==> src/rtl/buyruk_pkg.sv <==
// Shared definitions for the buyruk_getir fetch stage.
//   BUYRUK_W   instruction width
//   ADR_W      program store address / pc width
//   DERINLIK   program store depth (2**ADR_W)
//   DUR_BUYRUK halt word; it is issued downstream, then the run ends
//   durum_t    sequencer states
package buyruk_pkg;

    localparam int BUYRUK_W = 9;
    localparam int ADR_W    = 4;
    localparam int DERINLIK = 2 ** ADR_W;

    localparam logic [BUYRUK_W-1:0] DUR_BUYRUK = 9'h1FF;

    typedef enum logic [1:0] {
        BOSTA = 2'd0,
        CALIS = 2'd1,
        BITTI = 2'd2
    } durum_t;

endpackage

==> src/rtl/buyruk_bellegi.sv <==
// Program store: DERINLIK x BUYRUK_W words, synchronous write, combinational read.
// Contents have no reset, so a program survives rst_n.
//   clk       system clock
//   yaz_en    write enable (already qualified by the sequencer)
//   yaz_adr   write address
//   yaz_veri  write data
//   oku_adr   read address
//   oku_veri  read data (combinational)
module buyruk_bellegi
    import buyruk_pkg::*;
(
    input  logic                clk,
    input  logic                yaz_en,
    input  logic [ADR_W-1:0]    yaz_adr,
    input  logic [BUYRUK_W-1:0] yaz_veri,
    input  logic [ADR_W-1:0]    oku_adr,
    output logic [BUYRUK_W-1:0] oku_veri
);

    logic [BUYRUK_W-1:0] mem [DERINLIK];

    always_ff @(posedge clk) begin
        if (yaz_en) begin
            mem[yaz_adr] <= yaz_veri;
        end
    end

    assign oku_veri = mem[oku_adr];

endmodule

==> src/rtl/buyruk_getir.sv <==
// Instruction fetch/sequencer feeding the execute unit. Loads a program through
// the write port while idle, then on calistir issues one word per non-stalled
// cycle until a halt word or the last address has been issued.
//
//   state | meaning
//   ------+-----------------------------------------------------------
//   BOSTA | idle; store writable, waits for calistir
//   CALIS | running; buyruk/pc valid, bekle holds the current word
//   BITTI | single end-of-run cycle with bitti=1, then back to BOSTA
//
// Ports:
//   clk, rst_n        clock, asynchronous active-low reset
//   yaz_en/adr/veri   program store write port (honoured only in BOSTA)
//   calistir          run request (sampled only in BOSTA)
//   bekle             downstream stall
//   buyruk, gecerli   issued instruction and its valid flag
//   basla             downstream start, high for the whole run
//   pc                address of the issued word
//   mesgul            high while running
//   bitti             one-cycle end-of-run pulse
module buyruk_getir
    import buyruk_pkg::*;
(
    input  logic                clk,
    input  logic                rst_n,
    input  logic                yaz_en,
    input  logic [ADR_W-1:0]    yaz_adr,
    input  logic [BUYRUK_W-1:0] yaz_veri,
    input  logic                calistir,
    input  logic                bekle,
    output logic [BUYRUK_W-1:0] buyruk,
    output logic                gecerli,
    output logic                basla,
    output logic [ADR_W-1:0]    pc,
    output logic                mesgul,
    output logic                bitti
);

    durum_t              durum, durum_d;
    logic [BUYRUK_W-1:0] buyruk_d;
    logic [ADR_W-1:0]    pc_d;
    logic                gecerli_d, basla_d, mesgul_d, bitti_d;

    logic                bellek_yaz;
    logic [ADR_W-1:0]    oku_adr;
    logic [BUYRUK_W-1:0] oku_veri;
    logic                son;

    // A write coinciding with a run request is dropped so the run sees the old store.
    assign bellek_yaz = yaz_en && (durum == BOSTA) && !calistir;

    // Idle fetches address 0 for the first word; running fetches the next word.
    assign oku_adr = (durum == BOSTA) ? '0 : pc + ADR_W'(1);

    assign son = (buyruk == DUR_BUYRUK) || (pc == ADR_W'(DERINLIK - 1));

    buyruk_bellegi u_bellek (
        .clk      (clk),
        .yaz_en   (bellek_yaz),
        .yaz_adr  (yaz_adr),
        .yaz_veri (yaz_veri),
        .oku_adr  (oku_adr),
        .oku_veri (oku_veri)
    );

    always_ff @(posedge clk or negedge rst_n) begin
        if (!rst_n) begin
            durum   <= BOSTA;
            buyruk  <= '0;
            gecerli <= 1'b0;
            basla   <= 1'b0;
            pc      <= '0;
            mesgul  <= 1'b0;
            bitti   <= 1'b0;
        end else begin
            durum   <= durum_d;
            buyruk  <= buyruk_d;
            gecerli <= gecerli_d;
            basla   <= basla_d;
            pc      <= pc_d;
            mesgul  <= mesgul_d;
            bitti   <= bitti_d;
        end
    end

    always_comb begin
        durum_d   = durum;
        buyruk_d  = buyruk;
        gecerli_d = gecerli;
        basla_d   = basla;
        pc_d      = pc;
        mesgul_d  = mesgul;
        bitti_d   = 1'b0;

        case (durum)
            BOSTA: begin
                if (calistir) begin
                    durum_d   = CALIS;
                    buyruk_d  = oku_veri;
                    pc_d      = '0;
                    gecerli_d = 1'b1;
                    basla_d   = 1'b1;
                    mesgul_d  = 1'b1;
                end
            end
            CALIS: begin
                if (!bekle) begin
                    if (son) begin
                        // pc keeps the last issued address through the BITTI cycle.
                        durum_d   = BITTI;
                        buyruk_d  = '0;
                        gecerli_d = 1'b0;
                        basla_d   = 1'b0;
                        mesgul_d  = 1'b0;
                        bitti_d   = 1'b1;
                    end else begin
                        buyruk_d = oku_veri;
                        pc_d     = pc + ADR_W'(1);
                    end
                end
            end
            BITTI: begin
                durum_d = BOSTA;
                pc_d    = '0;
            end
            default: begin
                durum_d   = BOSTA;
                buyruk_d  = '0;
                gecerli_d = 1'b0;
                basla_d   = 1'b0;
                pc_d      = '0;
                mesgul_d  = 1'b0;
            end
        endcase
    end

endmodule

==> config.mk <==
export PLATFORM = sky130hd
export DESIGN_NAME = buyruk_getir
export DESIGN_NICKNAME = d
export VERILOG_FILES = /design/src/rtl/buyruk_pkg.sv /design/src/rtl/buyruk_bellegi.sv /design/src/rtl/buyruk_getir.sv
export SDC_FILE = /design/constraint.sdc
export NUM_CORES = 1
export LEC_CHECK = 0
export ABC_AREA = 1
export CORE_AREA = 5 5 153 111
export DETAILED_ROUTE_END_ITERATION = 8
export DIE_AREA = 0 0 158 116
export PLACE_DENSITY = 0.76
export SLEW_MARGIN = 40
export SYNTH_ARGS = -nofsm -noshare
export SYNTH_HDL_FRONTEND = slang
export SYNTH_SLANG_ARGS = --single-unit
==> constraint.sdc <==
create_clock -name clk -period 1.9 [get_ports clk]
set_clock_uncertainty 0.2 [all_clocks]
set_input_delay 0.19 -clock clk [delete_from_list [all_inputs] [get_ports clk]]
set_output_delay 0.19 -clock clk [all_outputs]
set_load 0.02 [all_outputs]
* Word-level counts from Yosys, hierarchy flattened
Memory sizes are Yosys's and may differ from the RTL's. Index checks and enable logic that the tools add are counted.
Operators by class: divide/modulo/power cells 0, shift operators 0, muxes and demuxes 22, add/sub/neg operators 1, equal/unequal tests 8, reduce and logical (&&, ||, !) cells 9, bitwise logic cells 1, $mul 0, $lt $le $gt $ge 0
Operators by type and width (number):
- 9-bit 2-to-1 mux | 3
- 9-bit case mux with 3 select lines | 1
- 4-bit 2-to-1 mux | 4
- 9-bit equality test (second input constant) | 1
- 3-bit AND reduction | 3
- 1-bit 2-to-1 mux | 8
- 2-bit != test (second input constant) | 4
- 4-bit case mux with 2 select lines | 1
- 2-bit 2-to-1 mux | 3
- 4-bit by 1-bit adder with 4-bit output (second input constant) | 1
- 4-bit equality test (second input constant) | 1
- 2-bit case mux with 2 select lines | 1
- 4-bit AND reduction | 1
- 1-bit case mux with 3 select lines | 1
- 2-bit by 1-bit equality test with 1-bit output (second input constant) | 1
- 2-bit equality test (second input constant) | 1
- 1-bit logical AND | 2
- 2-bit logical NOT | 1
- 1-bit logical NOT | 1
- 1-bit logical OR | 1
- 1-bit inverter | 1
Storage, ports and cells: output and inout bits 17, input port bits 18, memory bits (read-only) 0, logic and storage cells 47, bits in latches 0, flip-flop bits (word level) 17, memory bits (writable) 144, memories kept 1
Memories:
- u_bellek.mem | depth 16, bits a word 9, rd ports 1, clocked after memory_dff 0, wr ports 1, RTL line buyruk_bellegi.sv:20 | logic [BUYRUK_W-1:0] mem [DERINLIK];

* Depth between registers and ports, before layout
Gate-level depths: netlist of run 1. An unclocked memory read counts as a cell.
depth in word-level cells 6, depth in mapped cells 12, gate-level depth less buffers 10

* Hierarchy
Synthesis of run 1 repeated with hierarchy kept, for this count alone.
Second synthesis, totals: cell total of the unflattened synthesis 736, area total of the unflattened synthesis 7252.0 um2
Modules (own cells, without submodules):
- buyruk_bellegi | cells each 606, area each 6322.3 um2, seq. area each 4324.1 um2, times used 1
- buyruk_getir | cells each 130, area each 929.6 um2, seq. area each 425.4 um2, times used 1

* Least setup slack after synthesis of run 1
Ideal clock, no wire load.
kind register to register, start point reg durum[0], end point mem u_bellek.mem[10][0], enable pin, data required time 1.326 ns, clock period less this slack 2.026 ns, buffers on the path 1, setup time 0.374 ns, stages on the path, launching flop included 7, path slack -0.126 ns, arrival time 1.452 ns, cell sequence dfrtp_1 buf_4 nor2_1 nand2_1 nor2_1 nand3_1 nor2_1
Between the ends: cells in the longest elaborated chain, start to end 5
Ends and longest elaborated chain:
- from (decl) | RTL line buyruk_getir.sv:39 | durum_t durum, durum_d;
- from (signal assigned) | RTL line buyruk_getir.sv:76 | durum <= durum_d;
- 2-bit logical NOT | RTL line buyruk_getir.sv:50 | assign bellek_yaz = yaz_en && (durum == BOSTA) && !calistir;
- 1-bit logical AND (2 in a row) | RTL line buyruk_getir.sv:50
- 1-bit 2-to-1 mux | RTL line buyruk_bellegi.sv:23 | if (yaz_en) begin
- 1-bit 2-to-1 mux (implied by the code) | RTL line buyruk_bellegi.sv:24 | mem[yaz_adr] <= yaz_veri;
- to (decl) | RTL line buyruk_bellegi.sv:20
No other way between the ends.

* Final worst setup path of run 1
start point reg pc[0], end point reg buyruk[5]
Between the ends: cells in the longest elaborated chain, start to end 6, elaborated cells between the ends (all ways) 9, those cells by class 1 x add/sub; 1 x eq/ne; 5 x mux; 1 x reduce/logical; 1 x memory
Ends and longest elaborated chain:
- from (decl) | RTL line buyruk_getir.sv:34 | output logic [ADR_W-1:0] pc,
- from (signal assigned) | RTL line buyruk_getir.sv:80 | pc <= pc_d;
- 4-bit by 1-bit adder with 4-bit output | RTL line buyruk_getir.sv:53 | assign oku_adr = (durum == BOSTA) ? '0 : pc + ADR_W'(1);
- 4-bit 2-to-1 mux | RTL line buyruk_getir.sv:53
- memory 16 x 9 bit
- 9-bit 2-to-1 mux | RTL line buyruk_getir.sv:108 | if (son) begin
- 9-bit 2-to-1 mux | RTL line buyruk_getir.sv:107 | if (!bekle) begin
- 9-bit case mux with 3 select lines (*) | RTL line buyruk_getir.sv:95 | case (durum)
- to (signal assigned) | RTL line buyruk_getir.sv:77 | buyruk <= buyruk_d;
- to (decl) | RTL line buyruk_getir.sv:31 | output logic [BUYRUK_W-1:0] buyruk,
Mark *: on every way between the ends. The rest lies on a longest branch, timed or not. The select of a mux whose other input is x is not followed. A chain may end at the register's enable or synchronous reset.

==> flow_metrics.tcl, run 1 <==
set metrics [dict create \
    clock_sinks 161 \
    drtIter0Drc 781 \
    final_cells 910 \
    worst-slew-pin-transition_ns 0.4794 \
    cts_tree "done" \
    end_kind "flip-flop" \
    cts_buffers 17 \
    detail-route-antenna-nets 0 \
    peakVddDrop_mv 0.6569 \
    leakage_nw 3.534 \
    synth-edff-count 144 \
    netlist_top_cells_area "edfxtp_1, nand3_1, nand2_1, dfrtp_1, nor2_1" \
    yosysSeqAreaShare_pct 70.14 \
    async_flop_share_pct 10.56 \
    fp.coreArea_um2 15260 \
    failed_checks "setup timing" \
    dp_hpwl_um 11030 \
    drc 0 \
    area_growth_pct 30.60 \
    fin_crit_ns 1.978 \
    start_kind "flip-flop" \
    power_density_nw_per_um2 1422 \
    clk_path_buf_depth 2 \
    synth.most_common_cell "nand2_1" \
    relSlewSlack_pct 68.03 \
    viasPerCell 5.710 \
    crit_type "flip-flop to flip-flop" \
    wirelength_um 19430 \
    dr.pass1.iters 5 \
    antenna_found_initial 0 \
    cp.required_ns 2.05 \
    synth_cell_types 26 \
    postSynthCellCount 604 \
    hold_viol_final 0 \
    rows 38 \
    mappedNetlistArea_um2 6771 \
    clk_pin_slew_ns 0.07 \
    p_sw_share_pct 37.26 \
    ys.flop_type "edfxtp_1" \
    via_count 5196 \
    final_util_pct 57.94 \
    rsz0062_at_grt "true" \
    io_pins 35 \
    synth_nets 623 \
    grt_first_pass_wirelength_um 27930 \
    ys_seq_elements 161 \
    port_buffers 34 \
    ys_warn_count 0 \
    slew_violations 0 \
    holdWs_ns 0.1734 \
    clock_latency_ns 0.43 \
    setup_viol 6 \
    wl_per_cell_um 21.35 \
    p_int_mw 7.890 \
    die_h_um 116 \
    nets 715 \
    maxClockFrequency_mhz 505.5 \
    worstPathArrival_ns 2.13 \
    gp_congestion 0.9472 \
    netlist.area_leader.share_pct 63.86 \
    maxCapViolCount 0 \
    synth_commonest_cells "nand2_1, edfxtp_1, nand3_1" \
    layout-drive-gt1-share_pct 22.99 \
    grt_max_degree 40 \
    power_frac_clock_pct 27.6 \
    grt_usage_pct 20.60 \
    crit_fanout 39 \
    synth_top_area_cell "edfxtp_1" \
    post-route-period-util_pct 104.1 \
    fin_ws_ns -0.07838 \
    die_w_um 158 \
    htree_num_levels 4 \
    die_area_um2 18330 \
    p_sw_mw 4.685 \
    grt_pass1_vias 4920 \
    dp.cells 860 \
    status "finished, violations left" \
    hp-class "input pin to flip-flop" \
    clock-root-buffer "clkbuf_16" \
    pwr-share-comb_pct 38.7 \
    start_util_pct 44.37 \
    avgSynthCellArea_um2 11.21 \
    grt.overflow.total 0 \
    seqPwrFrac_pct 33.7 \
]
-- layout by cell type (no fill, tap or decap), drive strengths merged, types with 8 or more instances in the layout --
| master | instances |
|---|---|
| clkbuf | 21 |
| nand3 | 141 |
| buf | 60 |
| nand2 | 176 |
| nor2 | 49 |
| o21ai | 8 |
| edfxtp | 144 |
| inv | 40 |
| dlymetal6s2s | 8 |
| clkdlybuf4s50 | 22 |
| dfrtp | 17 |
-- layer usage --
metal	vias up	share of wire, %	global-route usage [%]
li1	2262	-	-
met5	-	0	0
met2	388	46	31.47
met1	2491	39	27.88
met4	0	2.3	6.193
met3	55	13	7.577
-- power by group through the flow --
stage | Clock [mW] | Combinational [mW] | Sequential (mW)
detailed placement | 0 | 3.82 | 4.27
global placement | 0 | 3.75 | 4.27
CTS | 3.50 | 4.29 | 4.21
finish | 3.47 | 4.87 | 4.24
global route | 3.66 | 5.12 | 4.24
floorplan | 0 | 2.29 | 4.38
-- logic make-up (layout without fill, tap and decap cells) --
family,after synthesis,after routing,share of synthesized area [%]
other,0,1,0
xor gates and xnor gates,1,1,0.1294
adders and majority gates,1,1,0.1847
and+or+nand+nor,369,369,23.61
AOI/OAI and AO/OA,10,10,1.220
buffers and inverters,62,167,4.711
DFF,161,161,70.14
-- path summary, 6_finish.rpt --
check | to | cells past startpoint | slack [ns] | from
max | buyruk[5]$_DFFE_PN0P_ | 11 | -0.08 | pc[0]$_DFFE_PN0P_
min | durum[1]$_DFFE_PN0P_ | 2 | 0.17 | bekle
min reg2reg | buyruk[4]$_DFFE_PN0P_ | 2 | 0.35 | buyruk[4]$_DFFE_PN0P_
max reg2reg | buyruk[5]$_DFFE_PN0P_ | 11 | -0.08 | pc[0]$_DFFE_PN0P_
max in group asynchronous | buyruk[6]$_DFFE_PN0P_ | 3 | 0.83 | rst_n
min in group asynchronous | bitti$_DFF_PN0_ | 3 | 0.44 | rst_n
-- what timing repair did --
item | CTS | global route
setup endpoints to repair | 43 | 164
setup buffers | 6 | 0
cloned | 4 | 6
gates resized for setup | 27 | 76
endpoints found under the hold margin | 17 | 0
hold buffers | 1 | 0
pin swaps | 2 | 9
-- sequential cells by signal, summed over array words and instances (netlist names) --
signal / flops
bitti: 1
buyruk: 9
durum: 2
mesgul: 1
pc: 4
u_bellek.mem: 144
-- through the flow --
step | power (mW) | setup slack, ns | area (µm²) | TNS, ns
after global routing | 13.02 | -0.1122 | 8841 | -1.306
final | 12.58 | -0.07838 | 8843 | -0.2559
after CTS | 11.99 | 0.004433 | 8451 | 0
after floorplan | 6.678 | -0.1263 | 6790 | -15.48
after global placement | 8.012 | -0.1212 | 7631 | -2.374
after detailed placement | 8.093 | -0.1588 | 7631 | -4.917
-- critical path, cell delays in order (launching register included) --
cell,delay [ns]
dfrtp_2,0.44
buf_8,0.15
inv_4,0.07
buf_12,0.21
nor2_1,0.09
nor2_1,0.17
nand2_1,0.10
nand3_1,0.13
nand3_1,0.10
nand2_1,0.08
nand2_1,0.05
nand2_1,0.09
-- area by class of cell --
type	count	area, µm²
Fill cell	1161	6419
Sequential cell	161	4756
Multi-Input combinational cell	381	1929
Timing Repair Buffer	99	1150
Clock buffer	17	425.4
Tap cell	200	250.2
Clock inverter	15	170.2
Inverter	34	146.4
Timing Repair inverter	2	13.76
Antenna cell	1	2.502
Power figures use the tool's default switching activity.
==> run 2, diff against run 1 <==
--- a/config.mk
+++ b/config.mk
@@ -6,10 +6,12 @@
 export NUM_CORES = 1
 export LEC_CHECK = 0
 export ABC_AREA = 1
-export CORE_AREA = 5 5 153 111
+export CELL_PAD_IN_SITES_DETAIL_PLACEMENT = 1
+export CELL_PAD_IN_SITES_GLOBAL_PLACEMENT = 2
+export CORE_AREA = 5 5 170 123
 export DETAILED_ROUTE_END_ITERATION = 8
-export DIE_AREA = 0 0 158 116
-export PLACE_DENSITY = 0.76
+export DIE_AREA = 0 0 175 128
+export PLACE_DENSITY = 0.86
 export SLEW_MARGIN = 40
 export SYNTH_ARGS = -nofsm -noshare
 export SYNTH_HDL_FRONTEND = slang
==> run 2 against run 1 <==
  * The run still ends with setup timing left
  * Fmax rose by 1.1%
  * Total power rose by 14%
  * Worst setup slack improved by 0.022 ns
  * Final cell count rose by 6.9%
  * Sequential cell count did not move
  * Global-route usage fell by 1.2 points
  * Worst hold slack got worse by 0.0060 ns
  * Sequential share of layout area fell by 4.2 points
  * Via count rose by 2.6%
  * Register-to-register slack improved by 0.02 ns
  * Clock power rose by 6.6%
  * Largest cell class unchanged
  * Largest power group unchanged
==> flow_metrics.tcl, run 2 (synthesis gave the netlist of run 1 again) <==
set metrics [dict create \
    crit_buf_inv 3 \
    via_count 5332 \
    path_cells "buf_6, o21ai_4, buf_8, clkbuf_16, nand2_1, nand3_1, nand3_1, nand3_1, nand3_1, nand2_1" \
    dp_hpwl_um 13620 \
    maxClockFrequency_mhz 511.2 \
    clock-root-buffer "clkbuf_16" \
    wirelength_um 24120 \
    peakVddDrop_mv 0.6029 \
    start_util_pct 35.16 \
    htree_num_levels 4 \
    area_growth_pct 41.63 \
    cp.required_ns 2.07 \
    layout-drive-gt1-share_pct 35.67 \
    rsz0062_at_grt "true" \
    clk_path_buf_depth 2 \
    largest_register_ffs 144 \
    hp-class "input pin to flip-flop" \
    failed_checks "setup timing" \
    mostFrequentLayoutCells "nand2_1, edfxtp_1, nand3_2" \
    grt_usage_pct 19.40 \
    reg_top3 "u_bellek.mem (144), buyruk (9), pc (4)" \
    status "finished, violations left" \
    power_density_nw_per_um2 1493 \
    top_layer "met4" \
    grt_pass1_vias 5224 \
    clock_latency_ns 0.43 \
    rows 43 \
    wl_per_cell_um 24.79 \
    slowest_delay_ns 0.42 \
    fin_crit_ns 1.956 \
    dr.pass1.iters 5 \
    cts_tree "done" \
    clock_sinks 161 \
    fin_area_um2 9590 \
    hold_depth 2 \
    worstPathArrival_ns 2.13 \
    setup_viol 41 \
    slew_violations 0 \
    crit_family "simple AND/OR/NAND/NOR gates" \
    relSlewSlack_pct 67.20 \
    dpl_worst_slack_ns -0.1926 \
    route.met3.wl_um 2033 \
    grt.overflow.total 0 \
    final_common_cell "nand2_1" \
    grt_max_degree 30 \
    crit_fanout 10 \
    grt_first_pass_wirelength_um 32020 \
    postPlaceCellArea_um2 7745 \
    holdCritStartpoint "bekle" \
    top_register "u_bellek.mem" \
    cts_buffers 17 \
    hold_viol_final 0 \
    met2_length_um 11280 \
    drc 0 \
    leakage_nw 3.739 \
    antenna_found_initial 0 \
    die_w_um 175 \
    detail-route-antenna-nets 0 \
    io_pins 35 \
    ff2ff_setup_slack_ns -0.06 \
    nets 732 \
    critPathMostFrequentCell "nand3_1" \
    gp_congestion 0.8622 \
    die_h_um 128 \
    crit_type "flip-flop to flip-flop" \
    worst-slew-pin-transition_ns 0.4908 \
    diodes 0 \
    r2r_start "durum[0]$_DFFE_PN0P_" \
    maxCapViolCount 0 \
    post-route-period-util_pct 103.0 \
    port_buffers 34 \
    min_to "bitti$_DFF_PN0_" \
    start_kind "flip-flop" \
    timing.rr.end "buyruk[8]$_DFFE_PN0P_" \
    reg2reg_depth 10 \
    end_kind "flip-flop" \
    viasPerCell 5.480 \
    die_area_um2 22400 \
    clk_pin_slew_ns 0.06 \
    fin_ws_ns -0.05625 \
    wl_met1_um 10370 \
    drtIter0Drc 548 \
    fp.coreArea_um2 19260 \
    slowest_stage "dfrtp_1" \
]
run 2: cell types whose count changed in the layout (fill, tap and decap cells not counted), sizes merged, moves of 7 or more:
cell | previous run | this run
clkdlybuf4s50 | 22 | 30
clkbuf | 21 | 29
buf | 60 | 73
dlymetal6s2s | 8 | 1
inv | 40 | 33
run 2: how the worst max path moves through the flow:
stage,startpoint,end,slack (ns),cells past startpoint
finish,durum[0]$_DFFE_PN0P_,buyruk[8]$_DFFE_PN0P_,-0.06,10
CTS,pc[0]$_DFFE_PN0P_,buyruk[2]$_DFFE_PN0P_,-0.003,8
floorplan,durum[0]$_DFFE_PN0P_,u_bellek.mem[10][0]$_DFFE_PP_,-0.13,6
detailed placement,calistir,u_bellek.mem[10][8]$_DFFE_PP_,-0.19,8
global placement,calistir,u_bellek.mem[9][1]$_DFFE_PP_,-0.22,8
global route,durum[0]$_DFFE_PN0P_,buyruk[8]$_DFFE_PN0P_,-0.16,10
run 2: final cells by class:
type                       instances  area, µm²
inverter                          34      163.9
fill                            1981       9671
multi-input combinational        382       2395
timing repair inverter             2      20.02
clock inverter                    10      157.7
tap                              247      309.0
timing repair buffer             115       1319
clock buffer                      22      474.2
sequential                       161       4752
run 2: what timing repair did:
action                                  in CTS  in global routing
pin swaps                                    7                 51
setup buffers                                1                  7
cloned                                       3                 19
resized for setup                           45                162
endpoints found under the setup margin     156                156
hold buffers                                 1                  0
hold endpoints to repair                    17                  0
run 2: worst register-to-register path: cells and delay by family, from the launching register on:
kind                   cells  cell delay (ns)
DFF                        1             0.42
AOI/OAI and AO/OA          1             0.17
and+or+nand+nor            6             0.58
buffers and inverters      3             0.53
run 2: per-stage QoR:
step | std cells | power, mW | utilization (%) | TNS [ns] | hold slack [ns]
finish | 973 | 14.32 | 49.79 | -0.5005 | 0.1674
global route | 973 | 14.81 | 49.79 | -4.725 | 0.1535
CTS | 948 | 12.59 | 44.76 | -0.005335 | 0.1536
detailed placement | 911 | 8.425 | 40.21 | -20.12 | 0.3105
global placement | 911 | 8.284 | 40.21 | -23.71 | 0.2968
floorplan | 604 | 6.678 | - | -15.48 | -0.3056
run 2: layer usage:
metal  GRT usage [%]  vias to the layer above
li1                -                     2303
met1           27.95                     2741
met2           29.75                      251
met3           4.334                       37
met4           5.494                        0
met5               0                        -
run 2: where the power goes:
group	internal (mW)	switching, mW	leakage (nW)
sequential	4.02	0.138	1.50
combinational	2.61	3.86	1.93
clock	2.30	1.40	0.304
==> run 3, diff against run 2 <==
--- a/config.mk
+++ b/config.mk
@@ -11,7 +11,7 @@
 export CORE_AREA = 5 5 170 123
 export DETAILED_ROUTE_END_ITERATION = 8
 export DIE_AREA = 0 0 175 128
-export PLACE_DENSITY = 0.86
+export PLACE_DENSITY_LB_ADDON = 0.2
 export SLEW_MARGIN = 40
 export SYNTH_ARGS = -nofsm -noshare
 export SYNTH_HDL_FRONTEND = slang
==> run 3 against run 2 <==
  * The flow still finishes with violations (setup timing)
  * Non-clock buffer count decreased by 2
  * Clock power shrank 4%
  * Via count down 4.5%
  * Utilization fell by 1.1 points
  * Worst setup slack worse by 0.0028 ns
  * Die area did not move
==> flow_metrics.tcl, run 3 (synthesis gave the netlist of run 1 again) <==
set metrics [dict create \
    failed_checks "setup timing" \
    maxCapViolCount 0 \
    top_register "u_bellek.mem" \
    clock-root-buffer "clkbuf_16" \
    grt_pass1_vias 5261 \
    critPathMostFrequentCell "nor2_4" \
    end_kind "flip-flop" \
    io_pins 35 \
    largest_register_ffs 144 \
    r2r_start "durum[0]$_DFFE_PN0P_" \
    wirelength_um 22530 \
    timing.rr.end "u_bellek.mem[13][8]$_DFFE_PP_" \
    relSlewSlack_pct 63.80 \
    port_buffers 34 \
    rows 43 \
    mostFrequentLayoutCells "nand2_1, edfxtp_1, nand3_1" \
    worst-slew-pin-transition_ns 0.5417 \
    clock_latency_ns 0.43 \
    fp.coreArea_um2 19260 \
    p_total_mw 13.24 \
    clock_sinks 161 \
    seq_area_um2 4755 \
    dp_hpwl_um 14240 \
    grt.overflow.total 0 \
    worstPathArrival_ns 1.90 \
    use_met1_pct 29.85 \
    leakage_nw 3.653 \
    status "finished, violations left" \
    setup_viol 41 \
    hp-class "input pin to flip-flop" \
    grt_first_pass_wirelength_um 33440 \
    crit_buf_inv 2 \
    die_h_um 128 \
    area_growth_pct 38.60 \
    wl_per_cell_um 23.23 \
    cts_tree "done" \
    slowest_delay_ns 0.46 \
    rsz0062_at_grt "true" \
    grt_use_met3_pct 3.892 \
    grt_usage_pct 20.35 \
    slowest_stage "dfrtp_2" \
    ff2ff_setup_slack_ns -0.06 \
    final_common_cell "nand2_1" \
    gp_congestion 0.7920 \
    slew_violations 0 \
    die_w_um 175 \
    endpoint "u_bellek.mem[13][8]$_DFFE_PP_" \
    nets 729 \
    final_util_pct 48.73 \
    cp.required_ns 1.84 \
    crit_start "durum[0]$_DFFE_PN0P_" \
    start_util_pct 35.16 \
    peakVddDrop_mv 0.6094 \
    grt_max_degree 30 \
    clk_pin_slew_ns 0.07 \
    grt_use_met2_pct 31.33 \
    dpl_worst_slack_ns -0.3878 \
    die_area_um2 22400 \
    multi_input_area_um2 2257 \
    dr.pass1.iters 5 \
    crit_fanout 5 \
    post-route-period-util_pct 103.1 \
    layout-drive-gt1-share_pct 30.29 \
    start_kind "flip-flop" \
    htree_num_levels 4 \
    crit_family "simple AND/OR/NAND/NOR gates" \
    power_density_nw_per_um2 1410 \
    fin_ws_ns -0.05905 \
    fin_crit_ns 1.959 \
    top_usage_layer "met2" \
    reg2reg_depth 7 \
    clk_path_buf_depth 2 \
    reg_top3 "u_bellek.mem (144), buyruk (9), pc (4)" \
    antenna_found_initial 0 \
    detail-route-antenna-nets 0 \
    path_cells "nor2_4, nand2_4, nor2_4, buf_6, nand3_4, nor2_4, buf_6" \
    drc 0 \
    setup_tns_ns -0.7791 \
    hold_viol_final 0 \
    cts_buffers 17 \
    holdWs_ns 0.1635 \
    drtIter0Drc 370 \
    crit_type "flip-flop to flip-flop" \
    num-fill-cells 1998 \
    diodes 0 \
    viasPerCell 5.249 \
    maxClockFrequency_mhz 510.5 \
    cp.depth 7 \
    via_count 5092 \
]
==> run 3: cell count changes in the layout (fill, tap and decap cells not counted), moves of 7 or more <==
| cell | delta |
|---|---|
| nand3_2 | -21 |
| buf_6 | +9 |
| nand2_1 | +7 |
| nor2_2 | -18 |
| clkbuf_16 | -7 |
| nor2_4 | +8 |
| nor2_1 | +10 |
| nand2_2 | -9 |
| nand3_1 | +24 |
==> run 3: routing by layer <==
metal	vias up	routed length, µm
li1	2298	-
met1	2637	10930
met2	134	10210
met3	23	1132
met4	0	255
met5	-	0
==> run 3: repair_timing <==
item	in CTS	in global routing
hold endpoints to repair	17	0
pin swaps	22	5
hold buffers	1	0
endpoints found under the setup margin	156	156
gates resized for setup	97	83
buffers inserted	6	2
cloned	5	9
==> run 3: final cells by class <==
class / count / share of cell area [%]
sequential: 161 / 50.66
tap: 247 / 3.293
clock buffer: 20 / 4.759
clock inverter: 12 / 1.640
timing repair inverter: 2 / 0.2933
timing repair buffer: 113 / 13.60
multi-input combinational: 381 / 24.05
inverter: 34 / 1.706
==> run 3: where the power goes <==
| group | switching [mW] | internal, mW | total, mW |
|---|---|---|---|
| Combinational | 3.34 | 2.16 | 5.51 |
| Sequential | 0.148 | 4.02 | 4.16 |
| Clock | 1.46 | 2.11 | 3.57 |
==> run 3: per-stage QoR <==
stage / instances / cell area [µm²]
3_3_place_gp: 915 / 7812
4_1_cts: 959 / 8999
3_5_place_dp: 915 / 7812
2_1_floorplan: 604 / 6790
6_report: 970 / 9385
5_1_grt: 970 / 9385
==> run 3: worst min-delay path by stage <==
stage / startpoint / slack (ns) / cells after the start / end
after floorplan: rst_n / -0.31 / 0 / bitti$_DFF_PN0_
after global placement: buyruk[2]$_DFFE_PN0P_ / 0.30 / 2 / buyruk[2]$_DFFE_PN0P_
after detailed placement: buyruk[1]$_DFFE_PN0P_ / 0.30 / 2 / buyruk[1]$_DFFE_PN0P_
after CTS: bekle / 0.15 / 2 / bitti$_DFF_PN0_
after global routing: bekle / 0.17 / 2 / durum[1]$_DFFE_PN0P_
final: bekle / 0.16 / 2 / durum[1]$_DFFE_PN0P_
